$ cat config.mk
export PLATFORM = sky130hd
export DESIGN_NAME = z_result_fifo_flat
export DESIGN_NICKNAME = d
export VERILOG_FILES = /design/src/rtl/z_result_fifo_pkg.sv /design/src/rtl/z_result_fifo_if.sv /design/src/rtl/z_result_fifo_mem.sv /design/src/rtl/z_result_fifo.sv /design/src/flat_wrapper.sv
export SDC_FILE = /design/constraint.sdc
export NUM_CORES = 1
export LEC_CHECK = 0
export BUFFER_PORTS_ARGS = -buffer_cell sky130_fd_sc_hd__buf_2
export CAP_MARGIN = 15
export CORE_AREA = 2 2 168 170
export CTS_CLUSTER_SIZE = 24
export DETAILED_ROUTE_END_ITERATION = 10
export DIE_AREA = 0 0 170 172
export PLACE_DENSITY_LB_ADDON = 0.2
export SYNTH_ARGS = -nofsm -noshare
export SYNTH_HDL_FRONTEND = slang
export SYNTH_SLANG_ARGS = --single-unit
export TNS_END_PERCENT = 30
$ cat constraint.sdc
create_clock -name clk -period 2.7 [get_ports clk]
set_clock_uncertainty 0.2 [all_clocks]
set_input_delay 0.54 -clock clk [delete_from_list [all_inputs] [get_ports clk]]
set_output_delay 0.54 -clock clk [all_outputs]
set_load 0.01 [all_outputs]
$ cat src/rtl/z_result_fifo_pkg.sv
// Shared defaults for the Z result FIFO: half-width, depth and derived pointer/count widths.
package z_fifo_pkg;

    localparam int Z_W     = 32;
    localparam int Z_DEPTH = 4;
    localparam int PTR_W   = $clog2(Z_DEPTH);
    localparam int CNT_W   = PTR_W + 1;

endpackage

$ cat src/rtl/z_result_fifo_if.sv
// Bus-side signal bundle of the Z result FIFO; the datapath drives (master), the FIFO responds (slave).
interface z_result_fifo_if
    import z_fifo_pkg::*;
#(
    parameter int W     = Z_W,
    parameter int DEPTH = Z_DEPTH
);
    localparam int CW = $clog2(DEPTH) + 1;

    // Handshake: push is taken on a clock edge only when !full or pop is also high;
    // pop is taken only when !empty. Rejected requests raise the sticky overflow/underflow.
    logic              enable;
    logic              Zlow;
    logic              Zhi;
    logic              push;
    logic [2*W-1:0]    input_DZ;
    logic              pop;
    logic              wr_lo;
    logic              wr_hi;
    logic [W-1:0]      bus_in;
    logic [W-1:0]      output_QZ;
    logic [CW-1:0]     count;
    logic              full;
    logic              empty;
    logic              overflow;
    logic              underflow;

    modport master (
        output enable, Zlow, Zhi, push, input_DZ, pop, wr_lo, wr_hi, bus_in,
        input  output_QZ, count, full, empty, overflow, underflow
    );

    modport slave (
        input  enable, Zlow, Zhi, push, input_DZ, pop, wr_lo, wr_hi, bus_in,
        output output_QZ, count, full, empty, overflow, underflow
    );

endinterface

$ cat src/rtl/z_result_fifo_mem.sv
// Entry storage: full-entry write at the tail, combinational head read, per-half writes into the head.
module z_fifo_mem
    import z_fifo_pkg::*;
#(
    parameter int W     = Z_W,
    parameter int DEPTH = Z_DEPTH,
    parameter int PW    = $clog2(DEPTH)
) (
    input  logic            clk,
    input  logic            wr_en_i,
    input  logic [PW-1:0]   wr_addr_i,
    input  logic [2*W-1:0]  wr_data_i,
    input  logic [PW-1:0]   hd_addr_i,
    input  logic            hd_wr_lo_i,
    input  logic            hd_wr_hi_i,
    input  logic [W-1:0]    hd_data_i,
    output logic [2*W-1:0]  hd_data_o
);

    logic [2*W-1:0] mem_q [DEPTH];

    // Tail and head addresses only coincide when the FIFO is full, and then a head
    // write is only possible without pop, which also blocks the push.
    always_ff @(posedge clk) begin
        if (wr_en_i) begin
            mem_q[wr_addr_i] <= wr_data_i;
        end
        if (hd_wr_lo_i) begin
            mem_q[hd_addr_i][W-1:0] <= hd_data_i;
        end
        if (hd_wr_hi_i) begin
            mem_q[hd_addr_i][2*W-1:W] <= hd_data_i;
        end
    end

    assign hd_data_o = mem_q[hd_addr_i];

endmodule

$ cat src/rtl/z_result_fifo.sv
// Queue of 2W-bit mul/div results drained one W-bit half at a time through a registered output.
module z_result_fifo
    import z_fifo_pkg::*;
#(
    parameter int W     = Z_W,
    parameter int DEPTH = Z_DEPTH
) (
    input  logic          clk,
    input  logic          clr,
    z_result_fifo_if.slave zif
);

    localparam int PW = $clog2(DEPTH);
    localparam int CW = PW + 1;

    logic [PW-1:0]   rd_ptr_q, rd_ptr_d;
    logic [PW-1:0]   wr_ptr_q, wr_ptr_d;
    logic [CW-1:0]   count_q, count_d;
    logic            ovf_q, ovf_d;
    logic            unf_q, unf_d;
    logic [W-1:0]    qz_q, qz_d;
    logic [2*W-1:0]  head;
    logic            full, empty;
    logic            push_ok, pop_ok, hd_wr_ok;

    assign full     = (count_q == CW'(DEPTH));
    assign empty    = (count_q == '0);
    assign push_ok  = zif.push && (!full || zif.pop);
    assign pop_ok   = zif.pop && !empty;
    assign hd_wr_ok = !empty && !zif.pop;

    // Storage writes are held off during reset so reset wins over every input.
    z_fifo_mem #(
        .W     (W),
        .DEPTH (DEPTH),
        .PW    (PW)
    ) u_mem (
        .clk        (clk),
        .wr_en_i    (push_ok && clr),
        .wr_addr_i  (wr_ptr_q),
        .wr_data_i  (zif.input_DZ),
        .hd_addr_i  (rd_ptr_q),
        .hd_wr_lo_i (hd_wr_ok && zif.wr_lo && clr),
        .hd_wr_hi_i (hd_wr_ok && zif.wr_hi && clr),
        .hd_data_i  (zif.bus_in),
        .hd_data_o  (head)
    );

    always_comb begin
        rd_ptr_d = rd_ptr_q;
        wr_ptr_d = wr_ptr_q;
        count_d  = count_q;
        ovf_d    = ovf_q;
        unf_d    = unf_q;
        qz_d     = qz_q;

        if (push_ok) begin
            wr_ptr_d = wr_ptr_q + PW'(1);
        end
        if (pop_ok) begin
            rd_ptr_d = rd_ptr_q + PW'(1);
        end
        if (push_ok && !pop_ok) begin
            count_d = count_q + CW'(1);
        end else if (pop_ok && !push_ok) begin
            count_d = count_q - CW'(1);
        end

        if (zif.push && full && !zif.pop) begin
            ovf_d = 1'b1;
        end
        if (zif.pop && empty) begin
            unf_d = 1'b1;
        end

        // Output sees the pre-edge head, so a same-cycle half write shows up a cycle later.
        if (zif.enable && zif.Zlow) begin
            qz_d = empty ? '0 : head[W-1:0];
        end else if (zif.enable && zif.Zhi) begin
            qz_d = empty ? '0 : head[2*W-1:W];
        end
    end

    always_ff @(posedge clk) begin
        if (!clr) begin
            rd_ptr_q <= '0;
            wr_ptr_q <= '0;
            count_q  <= '0;
            ovf_q    <= 1'b0;
            unf_q    <= 1'b0;
            qz_q     <= '0;
        end else begin
            rd_ptr_q <= rd_ptr_d;
            wr_ptr_q <= wr_ptr_d;
            count_q  <= count_d;
            ovf_q    <= ovf_d;
            unf_q    <= unf_d;
            qz_q     <= qz_d;
        end
    end

    assign zif.output_QZ = qz_q;
    assign zif.count     = count_q;
    assign zif.full      = full;
    assign zif.empty     = empty;
    assign zif.overflow  = ovf_q;
    assign zif.underflow = unf_q;

endmodule

$ cat src/flat_wrapper.sv
// flat-port wrapper written by rule: the top's interface ports become plain ports
module z_result_fifo_flat import z_fifo_pkg::*;
#(
    parameter int W     = Z_W,
    parameter int DEPTH = Z_DEPTH
)
  (clk, clr, zif_enable, zif_Zlow, zif_Zhi, zif_push, zif_input_DZ, zif_pop, zif_wr_lo, zif_wr_hi, zif_bus_in, zif_output_QZ, zif_count, zif_full, zif_empty, zif_overflow, zif_underflow);
  z_result_fifo_if #(.W(W), .DEPTH(DEPTH)) zif_i ();
  input  logic clk;
  input  logic clr;
  input wire logic [$bits(zif_i.enable)-1:0] zif_enable;
  input wire logic [$bits(zif_i.Zlow)-1:0] zif_Zlow;
  input wire logic [$bits(zif_i.Zhi)-1:0] zif_Zhi;
  input wire logic [$bits(zif_i.push)-1:0] zif_push;
  input wire logic [$bits(zif_i.input_DZ)-1:0] zif_input_DZ;
  input wire logic [$bits(zif_i.pop)-1:0] zif_pop;
  input wire logic [$bits(zif_i.wr_lo)-1:0] zif_wr_lo;
  input wire logic [$bits(zif_i.wr_hi)-1:0] zif_wr_hi;
  input wire logic [$bits(zif_i.bus_in)-1:0] zif_bus_in;
  output wire logic [$bits(zif_i.output_QZ)-1:0] zif_output_QZ;
  output wire logic [$bits(zif_i.count)-1:0] zif_count;
  output wire logic [$bits(zif_i.full)-1:0] zif_full;
  output wire logic [$bits(zif_i.empty)-1:0] zif_empty;
  output wire logic [$bits(zif_i.overflow)-1:0] zif_overflow;
  output wire logic [$bits(zif_i.underflow)-1:0] zif_underflow;
  assign zif_i.enable = zif_enable;
  assign zif_i.Zlow = zif_Zlow;
  assign zif_i.Zhi = zif_Zhi;
  assign zif_i.push = zif_push;
  assign zif_i.input_DZ = zif_input_DZ;
  assign zif_i.pop = zif_pop;
  assign zif_i.wr_lo = zif_wr_lo;
  assign zif_i.wr_hi = zif_wr_hi;
  assign zif_i.bus_in = zif_bus_in;
  assign zif_output_QZ = zif_i.output_QZ;
  assign zif_count = zif_i.count;
  assign zif_full = zif_i.full;
  assign zif_empty = zif_i.empty;
  assign zif_overflow = zif_i.overflow;
  assign zif_underflow = zif_i.underflow;
  z_result_fifo #(.W(W), .DEPTH(DEPTH)) u_core (.clk(clk), .clr(clr), .zif(zif_i));
endmodule
==> key figures, run 1 <==
Run status
  • Status: finished, final reports clean

Route
  • Via density per instance: between 6 and 7
  • Total number of vias: a little under 9000
  • Residual DRC: 0
  • WL final: about 35 mm
  • DR iter-0 viols: 496
  • Drt first pass iters: 5
  • Routed Antenna Nets: 0
  • WL/cell: about 24 um

Cells and area
  • Inserted Diodes: 0
  • Post-layout util: between 60% and 70%
  • Fillers: about 2100
  • Post-Layout Cell Count: 1467
  • Area grow syn2layout: 16.4%
  • Share of cells above drive strength 1: between 40 and 50%
  • Nets: ~1200

Floorplan
  • Die footprint: just under 30000 um2
  • Die height: 172 um
  • Starting Density: about 53%
  • # IOs: between 100 and 150
  • Die width: roughly 170 um
  • Core area: between 20000 and 30000 um2
  • Rows: between 60 and 70

Run
  • # Max-Cap Violations: 0

Logic synthesis
  • Synth warn: 0
  • Share of flip-flops with an asynchronous set or reset: 0%
  • Netlist Area Pre-Place: around 15000 um2
  • Top-count cell post-synth: edfxtp_1
  • Synth unique cells: 39
  • EDFF count, synth: between 200 and 300
  • Yosys top cell by area: edfxtp_1
  • Post-synth top cells: edfxtp_1 (256), mux2_2 (252), mux2i_1 (130)
  • Net Count, Synth: approximately 1000
  • Post-Syn Area per Cell: roughly 16 um2
  • Post-Synthesis Cells: 929
  • Sequential share of the synthesized area: between 50% and 60%
  • Synth area leaders: edfxtp_1 (53%), mux2_2 (19%), mux2i_1 (8.9%)
  • Top FF cell, synth: edfxtp_1
  • Register bit count reported by yosys: about 300
  • Top cell type's share of synthesized area: between 50% and 60%

Placed design
  • Post-DP HPWL: 23.1 mm
  • DP Cell Count: 1405
  • Worst slack, placed: between 200 and 300 ps
  • Placer Congestion: approximately 0.76
  • Port Buffers: about 140

Clock tree
  • TritonCTS clock tree: done
  • Clk sinks: around 300
  • CTS buffer count: 35
  • Post-CTS Resized: 0
  • Clock latency on the worst-skew pair: between 400 and 500 ps
  • H-tree depth: 2
  • Setup Buffers After CTS: 0
  • CTS Root Cell: clkbuf_16
  • CTS Hold Bufs: 0
  • Clk buf depth: 3
  • Clock transition at path regs: ~60 ps

Power and ir drop
  • Peak VDD IR: between 0.0005 and 0.0006 V
  • Internal Power: approximately 9.7 mW
  • Comb pwr share: between 20% and 30%
  • Leak pwr: 5.95 nW
  • Sw Pwr: 3.67 mW
  • Register share of total power: around 42%
  • Pwr Density: 786 nW/um2
  • Power, Total: 13.3 mW
  • Clock Power Share: between 30% and 40%
  • Sw Share: 27.5%

Setup path
  • Critical path capture point type: flop
  • Startpoint Class: flop
  • Critical Path RT: around 2900 ps
  • Crit path DAT: about 2700 ps
  • Crit-path max FO: 3
  • Kind of critical path: flop to flop

STA
  • Final Critical Period: 2450 ps
  • Final Hold Viols: 0
  • Tcrit/Tclk final: 90.8%
  • Peak Freq: 0.408 GHz
  • RSZ-0062 raised after global routing: false
  • Slew HR: 49.1%
  • Slew Limit Fails: 0
  • Worst-margin pin slew: ~760 ps
  • Final Setup Violations: 0
  • Final WS setup: ~250 ps
  • Setup TNS: 0 ps

GRT
  • Gr busiest metal: met2
  • Vias in the first global route: between 8000 and 9000
  • Largest net degree at the start of global routing: 51
  • Global-route wire length before repair: 52.4 mm
  • Met1 global-route usage: 32.1%
  • Gr usage total: 23.9%
  • Met3 Use GR: under 10%
  • Initial antenna violation count: 0
  • Total grt overflow: 0
  • Met2 Use GR: 41.7%

Min path
  • Worst min path class: primary input to flop
[layout by cell type (no fill, tap or decap), types with 3 or more instances in the layout]
| cell type | Yosys | layout |
|---|---|---|
| a22oi_1 | 64 | 64 |
| ha_1 | 9 | 9 |
| clkbuf_8 | 0 | 4 |
| nor2_1 | 9 | 8 |
| mux2_2 | 252 | 252 |
| clkbuf_1 | 20 | 10 |
| a32o_1 | 32 | 32 |
| inv_1 | 6 | 6 |
| clkbuf_16 | 0 | 37 |
| edfxtp_1 | 256 | 256 |
| nand2b_2 | 0 | 8 |
| nor3_4 | 0 | 6 |
| clkinv_2 | 0 | 3 |
| dfxtp_1 | 43 | 42 |
| a21oi_1 | 6 | 5 |
| buf_12 | 0 | 8 |
| nand4_1 | 4 | 4 |
| mux2i_1 | 130 | 130 |
| clkinv_1 | 1 | 7 |
| o21ai_0 | 4 | 4 |
| buf_2 | 21 | 143 |
| mux2_1 | 4 | 4 |
| nand2_1 | 6 | 6 |
| buf_4 | 1 | 47 |
[worst max-delay path, cell delays in order, from the launching register on]
cell and delay (ps):
dfxtp_1 310, o31ai_1 560, ha_1 290, inv_1 60, fa_1 370, xor2_1 160
or3_1 300, a21oi_1 140
[layout make-up]
class                      instances  area (um2)  share of cell area, %
timing repair buffer             198        1230                   7.25
clock buffer                      51        1020                   6.01
sequential                       299        8550                   50.4
clock inverter                    11        97.6                  0.575
multi-input combinational        555        5600                   33.0
tap                              346         433                   2.55
inverter                           7        26.3                  0.155
[power by group through the flow]
stage | sequential (mW) | clock (mW) | combinational (mW)
3_3_place_gp | 5.72 | 0 | 3.09
2_1_floorplan | 5.74 | 0 | 2.10
5_1_grt | 5.67 | 4.82 | 3.35
6_report | 5.64 | 4.56 | 3.13
4_1_cts | 5.64 | 4.62 | 3.15
3_5_place_dp | 5.73 | 0 | 3.13
[routing by layer]
| layer | vias up | wire length [um] |
|---|---|---|
| li1 | 4031 | - |
| met1 | 4549 | 15600 |
| met2 | 251 | 17400 |
| met3 | 44 | 1660 |
| met4 | 0 | 614 |
| met5 | - | 0 |
[sequential cells by signal, indices dropped and copies added, names as in the netlist, named ones only]
signal / cells
u_core.rd_ptr_q: 2
u_core.wr_ptr_q: 2
u_core.zif.underflow: 1
u_core.zif.output_QZ: 32
u_core.u_mem.mem_q: 256
u_core.zif.count: 3
u_core.zif.overflow: 1
[per-stage QoR]
step | hold WS (ps) | area, um2
2_1_floorplan | 284 | 14600
6_report | 182 | 17000
3_3_place_gp | 248 | 15800
4_1_cts | 167 | 17000
5_1_grt | 184 | 17000
3_5_place_dp | 255 | 15800
[worst paths after layout]
check	from	end	slack, ps	cells past startpoint
min	zif_input_DZ[26]	u_core.u_mem.mem_q[3][26]$_DFFE_PP_	180	2
min reg2reg	u_core.zif.output_QZ[12]$_SDFFE_PN0P_	u_core.zif.output_QZ[12]$_SDFFE_PN0P_	270	1
max reg2reg	u_core.zif.count[2]$_SDFFE_PN0P_	u_core.zif.count[2]$_SDFFE_PN0P_	250	7
max	u_core.zif.count[2]$_SDFFE_PN0P_	u_core.zif.count[2]$_SDFFE_PN0P_	250	7
[cell families (layout without fill, tap and decap cells)]
group                    count (synthesis)  count (layout)  share of synthesized area (%)
multiplexers                           386             386                           28.7
flip-flops                             299             299                           58.7
AO/OA/AOI/OAI                          110             110                           6.15
buffers and inverters                   75             267                           3.43
AND/OR/NAND/NOR                         46              46                           1.92
adder cells (fa/ha/maj)                 10              10                          0.911
XOR/XNOR                                 3               3                          0.180
Power figures use the tool's default switching activity.
==> run 2, diff against run 1 <==
--- a/config.mk
+++ b/config.mk
@@ -7,10 +7,13 @@
 export LEC_CHECK = 0
 export BUFFER_PORTS_ARGS = -buffer_cell sky130_fd_sc_hd__buf_2
 export CAP_MARGIN = 15
-export CORE_AREA = 2 2 168 170
+export CELL_PAD_IN_SITES_DETAIL_PLACEMENT = 1
+export CELL_PAD_IN_SITES_GLOBAL_PLACEMENT = 1
+export CORE_AREA = 2 2 165 167
+export CTS_BUF_LIST = sky130_fd_sc_hd__clkbuf_2 sky130_fd_sc_hd__clkbuf_4 sky130_fd_sc_hd__clkbuf_8
 export CTS_CLUSTER_SIZE = 24
 export DETAILED_ROUTE_END_ITERATION = 10
-export DIE_AREA = 0 0 170 172
+export DIE_AREA = 0 0 167 169
 export PLACE_DENSITY_LB_ADDON = 0.2
 export SYNTH_ARGS = -nofsm -noshare
 export SYNTH_HDL_FRONTEND = slang
==> constraint.sdc (replaced) <==
create_clock -name clk -period 2.95 [get_ports clk]
set_clock_uncertainty 0.2 [all_clocks]
set_input_delay 0.59 -clock clk [delete_from_list [all_inputs] [get_ports clk]]
set_output_delay 0.59 -clock clk [all_outputs]
set_load 0.01 [all_outputs]
==> run 2 against run 1 <==
Final cell count grew 1.1%. Count of clock-buffer cells in the layout up 31. Register-to-register slack better by 130 ps. Sequential power decreased by 6.2%. Global-route usage increased by 3.9 points. Total power shrank 10%. Core utilization increased by 1.9 points. Non-clock buffer count decreased by 12. Maximum frequency shrank 4.8%. Critical path depth stayed put. Sequential share of layout area rose by 0.33 points. Critical path type unchanged. Highest routed layer is now met5.
==> key figures, run 2 (same netlist as run 1, synthesis figures left out) <==
Cells and area
  • Reg with most FFs: u_core.u_mem.mem_q
  • Nets: around 1200
  • Commonest non-fill, non-tap cell in the layout: edfxtp_1
  • Area grow syn2layout: 15.7%
  • Share of cells above drive strength 1: a little under half
  • Max reg flops: 256
  • Highest-count cells in the layout ignoring fill and taps: edfxtp_1 (256), mux2_2 (252), buf_2 (143)
  • Post-Layout Cell Count: 1483
  • Fillers: 2475

STA
  • RSZ-0062 raised after global routing: false
  • Setup TNS: 0 ps
  • Final Critical Period: 2580 ps
  • Final Hold Viols: 0
  • Slew Limit Fails: 0
  • Slew HR: around half
  • Worst-margin pin slew: about 750 ps
  • Peak Freq: about 0.39 GHz
  • Final Setup Violations: 0
  • Final WS setup: between 300 and 400 ps
  • Tcrit/Tclk final: between 80% and 90%
  • Hold Slack: between 150 and 200 ps

Clock tree
  • Clk buf depth: 3
  • CTS Root Cell: clkbuf_8
  • CTS buffer count: 50
  • CTS Hold Bufs: 0
  • H-tree depth: 2
  • Post-CTS Resized: 0
  • Setup Buffers After CTS: 0
  • Clock transition at path regs: ~60 ps
  • Clk sinks: 299
  • Clock latency on the worst-skew pair: a little under 600 ps
  • TritonCTS clock tree: done

Setup path
  • Reg2reg setup slack: 370 ps
  • Startpoint Class: flop
  • Cell Chain, Critical Path: o31ai_1 -> ha_1 -> inv_1 -> fa_1 -> xor2_1 -> or3_1 -> a21oi_1
  • CP max stage cell: o31ai_1
  • Crit-path max FO: 10
  • Critical path's top delay family: compound AO/OA/AOI/OAI gates
  • Kind of critical path: flop to flop
  • Critical path capture point type: flop
  • CP max stage delay: ~530 ps
  • Crit path DAT: ~2900 ps
  • R2r startpoint: u_core.zif.count[0]$_SDFFE_PN0P_
  • Count of buffer and inverter cells on the critical path: 1
  • Crit path launch: u_core.zif.count[0]$_SDFFE_PN0P_
  • Critical Path RT: roughly 3200 ps

GRT
  • Global-route wire length before repair: approximately 59 mm
  • Gr usage total: between 20% and 30%
  • Largest net degree at the start of global routing: 41
  • Vias in the first global route: 9805
  • Total grt overflow: 0
  • Initial antenna violation count: 5

Power and ir drop
  • Peak VDD IR: 0.000400 V
  • Pwr Density: a little over 700 nW/um2
  • Power, Total: roughly 12 mW
  • Sw Share: ~29%
  • Register share of total power: approximately 44%
  • Sw Pwr: between 3 and 4 mW
  • Internal Power: 8.49 mW
  • Comb pwr share: a little under a quarter
  • Clock Power Share: 32.4%
  • Leak pwr: between 5 and 6 nW

Floorplan
  • Die footprint: roughly 28000 um2
  • Die width: 167 um
  • Starting Density: 55.0%
  • Die height: approximately 170 um
  • Rows: 60
  • Core area: between 20000 and 30000 um2
  • # IOs: 144

Route
  • Routed Antenna Nets: 0
  • Via density per instance: just over 6
  • Residual DRC: 0
  • DR iter-0 viols: between 600 and 700
  • Drt first pass iters: 5
  • WL/cell: between 20 and 30 um
  • WL final: 39.2 mm
  • Total number of vias: ~9100

Placed design
  • Worst slack, placed: ~270 ps
  • Post-DP HPWL: around 24 mm
  • DP Cell Count: 1388
  • Port Buffers: ~140
  • Placer Congestion: about 0.75

Run
  • # Max-Cap Violations: 0

Min path
  • Worst min path class: primary input to flop
  • Min-delay src: zif_input_DZ[50]

Run status
  • Status: finished, final reports clean
run 2: per-layer routing:
layer  GRT usage [%]  vias up  wire length (um)
met1            34.5     4662             15800
met5               0        -                11
li1                -     4054                 -
met2            50.1      297             20200
met4            8.25        2               975
met3            4.63       72              2270
run 2: final cells by class:
cell class / instances / area, um2 / area share, %
diodes: 2 / 5.00 / 0.0297
clock buffers: 82 / 997 / 5.92
flip-flops and latches: 299 / 8550 / 50.8
multi-input cells: 555 / 5600 / 33.3
repair buffers: 186 / 1160 / 6.91
well taps: 341 / 427 / 2.53
inverters: 7 / 26.3 / 0.156
clock inverters: 11 / 76.3 / 0.453
run 2: power groups by stage:
stage | logic, mW | registers (mW) | clock network, mW
after floorplan | 1.92 | 5.26 | 0
after global placement | 2.69 | 5.36 | 0
after detailed placement | 2.77 | 5.38 | 0
after CTS | 2.79 | 5.29 | 3.92
after global routing | 2.98 | 5.33 | 4.10
final | 2.78 | 5.29 | 3.87
run 2: through the flow:
step	utilization [%]	instance area (um2)
global placement	59.5	15800
CTS	63.6	16800
floorplan	-	14600
detailed placement	59.5	15800
finish	63.6	16800
global route	63.6	16800
run 2: path summary, 6_finish.rpt:
check / end / depth (start not counted)
setup / recovery: u_core.zif.count[2]$_SDFFE_PN0P_ / 7
hold / removal: u_core.u_mem.mem_q[2][50]$_DFFE_PP_ / 2
setup reg to reg: u_core.zif.count[2]$_SDFFE_PN0P_ / 7
hold reg to reg: u_core.zif.output_QZ[16]$_SDFFE_PN0P_ / 1
run 2: worst register-to-register path: cells and delay by family (launching register included):
| kind | cells | cell delay, ps |
|---|---|---|
| flops | 1 | 440 |
| fa+ha+maj | 2 | 650 |
| buf+inv | 1 | 60 |
| xor+xnor | 1 | 160 |
| simple gates | 1 | 300 |
| compound gates | 2 | 700 |
==> run 3, diff against run 2 <==
--- a/config.mk
+++ b/config.mk
@@ -5,15 +5,16 @@
 export SDC_FILE = /design/constraint.sdc
 export NUM_CORES = 1
 export LEC_CHECK = 0
+export ABC_AREA = 1
 export BUFFER_PORTS_ARGS = -buffer_cell sky130_fd_sc_hd__buf_2
 export CAP_MARGIN = 15
 export CELL_PAD_IN_SITES_DETAIL_PLACEMENT = 1
 export CELL_PAD_IN_SITES_GLOBAL_PLACEMENT = 1
-export CORE_AREA = 2 2 165 167
+export CORE_AREA = 2 2 178 180
 export CTS_BUF_LIST = sky130_fd_sc_hd__clkbuf_2 sky130_fd_sc_hd__clkbuf_4 sky130_fd_sc_hd__clkbuf_8
 export CTS_CLUSTER_SIZE = 24
 export DETAILED_ROUTE_END_ITERATION = 10
-export DIE_AREA = 0 0 167 169
+export DIE_AREA = 0 0 180 182
 export PLACE_DENSITY_LB_ADDON = 0.2
 export SYNTH_ARGS = -nofsm -noshare
 export SYNTH_HDL_FRONTEND = slang
==> run 3 against run 2 <==
Via count up 45%. Final area is 3.0% higher. First-iteration DRC count is 32% higher. Wire length up 23%. Register-to-register slack better by 120 ps. Die area increased by 16%. Sequential power hardly changed. Core utilization fell by 7.6 points. Combinational power increased by 22%. Largest power group unchanged. Worst hold slack lost 59 ps.
==> key figures, run 3 <==
STA
  • Worst-margin pin slew: roughly 700 ps
  • Hold Slack: between 100 and 150 ps
  • Tcrit/Tclk final: between 80% and 90%
  • RSZ-0062 raised after global routing: false
  • Final Setup Violations: 0
  • Slew Limit Fails: 0
  • Slew HR: a little over half
  • Final Hold Viols: 0
  • Final Critical Period: ~2500 ps
  • Setup TNS: 0 ps
  • Peak Freq: between 0.4 and 0.5 GHz

Setup path
  • CP max stage cell: dfxtp_1
  • Kind of critical path: flop to flop
  • Startpoint Class: flop
  • Cell Chain, Critical Path: nor3_4 -> inv_1 -> nand2_1 -> ha_1 -> inv_1 -> fa_1 -> a21oi_1 -> o21ai_0 -> o21ai_0 -> a21oi_1
  • Crit path DAT: ~2700 ps
  • Critical path capture point type: flop
  • Crit-path max FO: 6
  • CP max stage delay: about 400 ps
  • Critical Path RT: ~3200 ps
  • Worst reg-to-reg path cell count: 10
  • Reg2reg setup slack: 490 ps

Logic synthesis
  • Synth Area in Compound Gates: about a tenth
  • Synth unique cells: 26
  • Adder-Cell Fraction of Synth Area: less than 1%
  • Mux cell area share after synthesis: 0%
  • Synth warn: 0
  • Post-Syn Area per Cell: between 8 and 9 um2
  • EDFF count, synth: 256
  • Simple-gate area share of the yosys netlist: around 22%
  • Net Count, Synth: around 1900
  • Post-Synth XOR/XNOR Area: less than 1%
  • Synth area leaders: edfxtp_1 (50%), nand2_1 (15%), nand3_1 (6.3%)
  • Top FF cell, synth: edfxtp_1
  • Register bit count reported by yosys: 299
  • Yosys top cell by area: edfxtp_1
  • Top cell type's share of synthesized area: about 50%
  • Share of flip-flops with an asynchronous set or reset: 0%
  • Post-Synthesis Cells: 1807
  • Largest family of logic cells by synthesized area: simple AND/OR/NAND/NOR gates
  • Sequential share of the synthesized area: approximately 55%
  • Top-count cell post-synth: nand2_1
  • Netlist Area Pre-Place: between 15000 and 20000 um2
  • Post-synth top cells: nand2_1 (629), edfxtp_1 (256), inv_1 (241)

Power and ir drop
  • Pwr Density: 721 nW/um2
  • Sw Share: between 30% and 40%
  • Leak pwr: slightly above 8 nW
  • Internal Power: roughly 8.2 mW
  • Register share of total power: a little over two fifths
  • Clock Power Share: roughly 31%
  • Peak VDD IR: 0.000589 V
  • Sw Pwr: roughly 4.3 mW
  • Comb pwr share: 27.1%

Placed design
  • Placer Congestion: approximately 0.8
  • Post-DP HPWL: between 20 and 30 mm
  • Area after DPL: around 16000 um2
  • DP Cell Count: 2280
  • Port Buffers: 143

Route
  • WL/cell: 20.3 um
  • Routed met3 length: 2.95 mm
  • Via density per instance: 5.54
  • Residual DRC: 0
  • DR iter-0 viols: approximately 800
  • M1 wire length: ~20 mm
  • Metal2 WL: 24.3 mm
  • WL final: 48.3 mm
  • Uppermost routed layer: met5
  • Total number of vias: between 10000 and 15000
  • Drt first pass iters: 5
  • Routed Antenna Nets: 0

Floorplan
  • Die height: 182 um
  • Die footprint: about 33000 um2
  • Core area: 31000 um2
  • Die width: between 150 and 200 um
  • # IOs: 144
  • Starting Density: about half
  • Rows: 65

GRT
  • Vias in the first global route: about 14000
  • Global-route wire length before repair: about 74 mm
  • Gr usage total: 29.2%
  • Largest net degree at the start of global routing: 129
  • Initial antenna violation count: 6
  • Total grt overflow: 0

Cells and area
  • Commonest non-fill, non-tap cell in the layout: nand2_1
  • Reg with most FFs: u_core.u_mem.mem_q
  • Cell area after layout: 17400 um2
  • Share of cells above drive strength 1: 14.2%
  • Max reg flops: about 260
  • Area grow syn2layout: 12.3%
  • Nets: between 2000 and 2500
  • Highest-count cells in the layout ignoring fill and taps: nand2_1 (629), edfxtp_1 (256), inv_1 (240)
  • Post-Layout Cell Count: about 2400

Clock tree
  • Setup Buffers After CTS: 0
  • Clock latency on the worst-skew pair: between 500 and 600 ps
  • CTS buffer count: 52
  • TritonCTS clock tree: done
  • CTS Hold Bufs: 0
  • Clk buf depth: 3
  • CTS Root Cell: clkbuf_8
  • H-tree depth: 2
  • Post-CTS Resized: 0
  • Clk sinks: about 300
  • Clock transition at path regs: about 60 ps

Min path
  • Worst min path class: primary input to flop
  • WHS Path Cells: 3

Run status
  • Status: finished, final reports clean

Run
  • # Max-Cap Violations: 0
[run 3: changes by cell type in the layout (fill, tap and decap cells not counted), sizes merged, moves of 9 or more]
cell,delta
a32o,-32
mux2i,-130
inv,+235
a22oi,-64
clkinv,+9
o21ai,+259
nand2,+623
a21oi,+35
mux2,-256
nand3,+199
[run 3: worst max-delay path, delay by kind of cell (launching register included)]
kind | cells | cell delay (ps)
adder cells (fa/ha/maj) | 2 | 560
AND/OR/NAND/NOR | 2 | 540
AO/OA/AOI/OAI | 4 | 470
flip-flops | 1 | 390
buffers and inverters | 2 | 200
[run 3: per-stage QoR]
stage	util (%)	worst slack [ps]	total power [mW]
floorplan	-	473	7.55
global placement	52.6	477	8.55
detailed placement	52.6	473	8.73
CTS	56.0	482	12.6
global route	56.0	317	13.1
finish	56.0	492	12.5
[run 3: worst paths after layout]
| kind | endpoint | start |
|---|---|---|
| setup / recovery | u_core.zif.count[2]$_SDFFE_PN0P_ | u_core.zif.count[0]$_SDFFE_PN0P_ |
| hold reg to reg | u_core.zif.overflow$_SDFFE_PN0P_ | u_core.zif.overflow$_SDFFE_PN0P_ |
| setup reg to reg | u_core.zif.count[2]$_SDFFE_PN0P_ | u_core.zif.count[0]$_SDFFE_PN0P_ |
| hold / removal | u_core.zif.overflow$_SDFFE_PN0P_ | zif_push |
[run 3: layout make-up]
cell class	instances	area, um2
Fill cell	3751	13600
Sequential cell	299	8550
Multi-Input combinational cell	1152	5130
Timing Repair Buffer	184	1190
Clock buffer	77	941
Inverter	243	913
Tap cell	402	503
Clock inverter	20	111
Antenna cell	5	12.5
[run 3: cell families (layout without fill, tap and decap cells)]
logic type                 after synthesis  after routing
DFF                                    299            299
other                                    0              5
and+or+nand+nor                        836            836
AOI/OAI and AO/OA                      305            305
adders and majority gates               10             10
buffers and inverters                  356            524
xor gates and xnor gates                 1              1
[run 3: power by group through the flow]
stage | clock network, mW | registers [mW] | logic [mW]
6_report | 3.86 | 5.27 | 3.39
2_1_floorplan | 0 | 5.37 | 2.18
3_5_place_dp | 0 | 5.36 | 3.37
4_1_cts | 3.91 | 5.27 | 3.40
3_3_place_gp | 0 | 5.33 | 3.22
5_1_grt | 4.09 | 5.31 | 3.75
[run 3: per-layer routing]
metal / global-route usage, % / vias to the layer above
li1: - / 6155
met1: 35.8 / 6499
met2: 52.3 / 441
met3: 4.47 / 104
met4: 10.8 / 2
met5: 0 / -
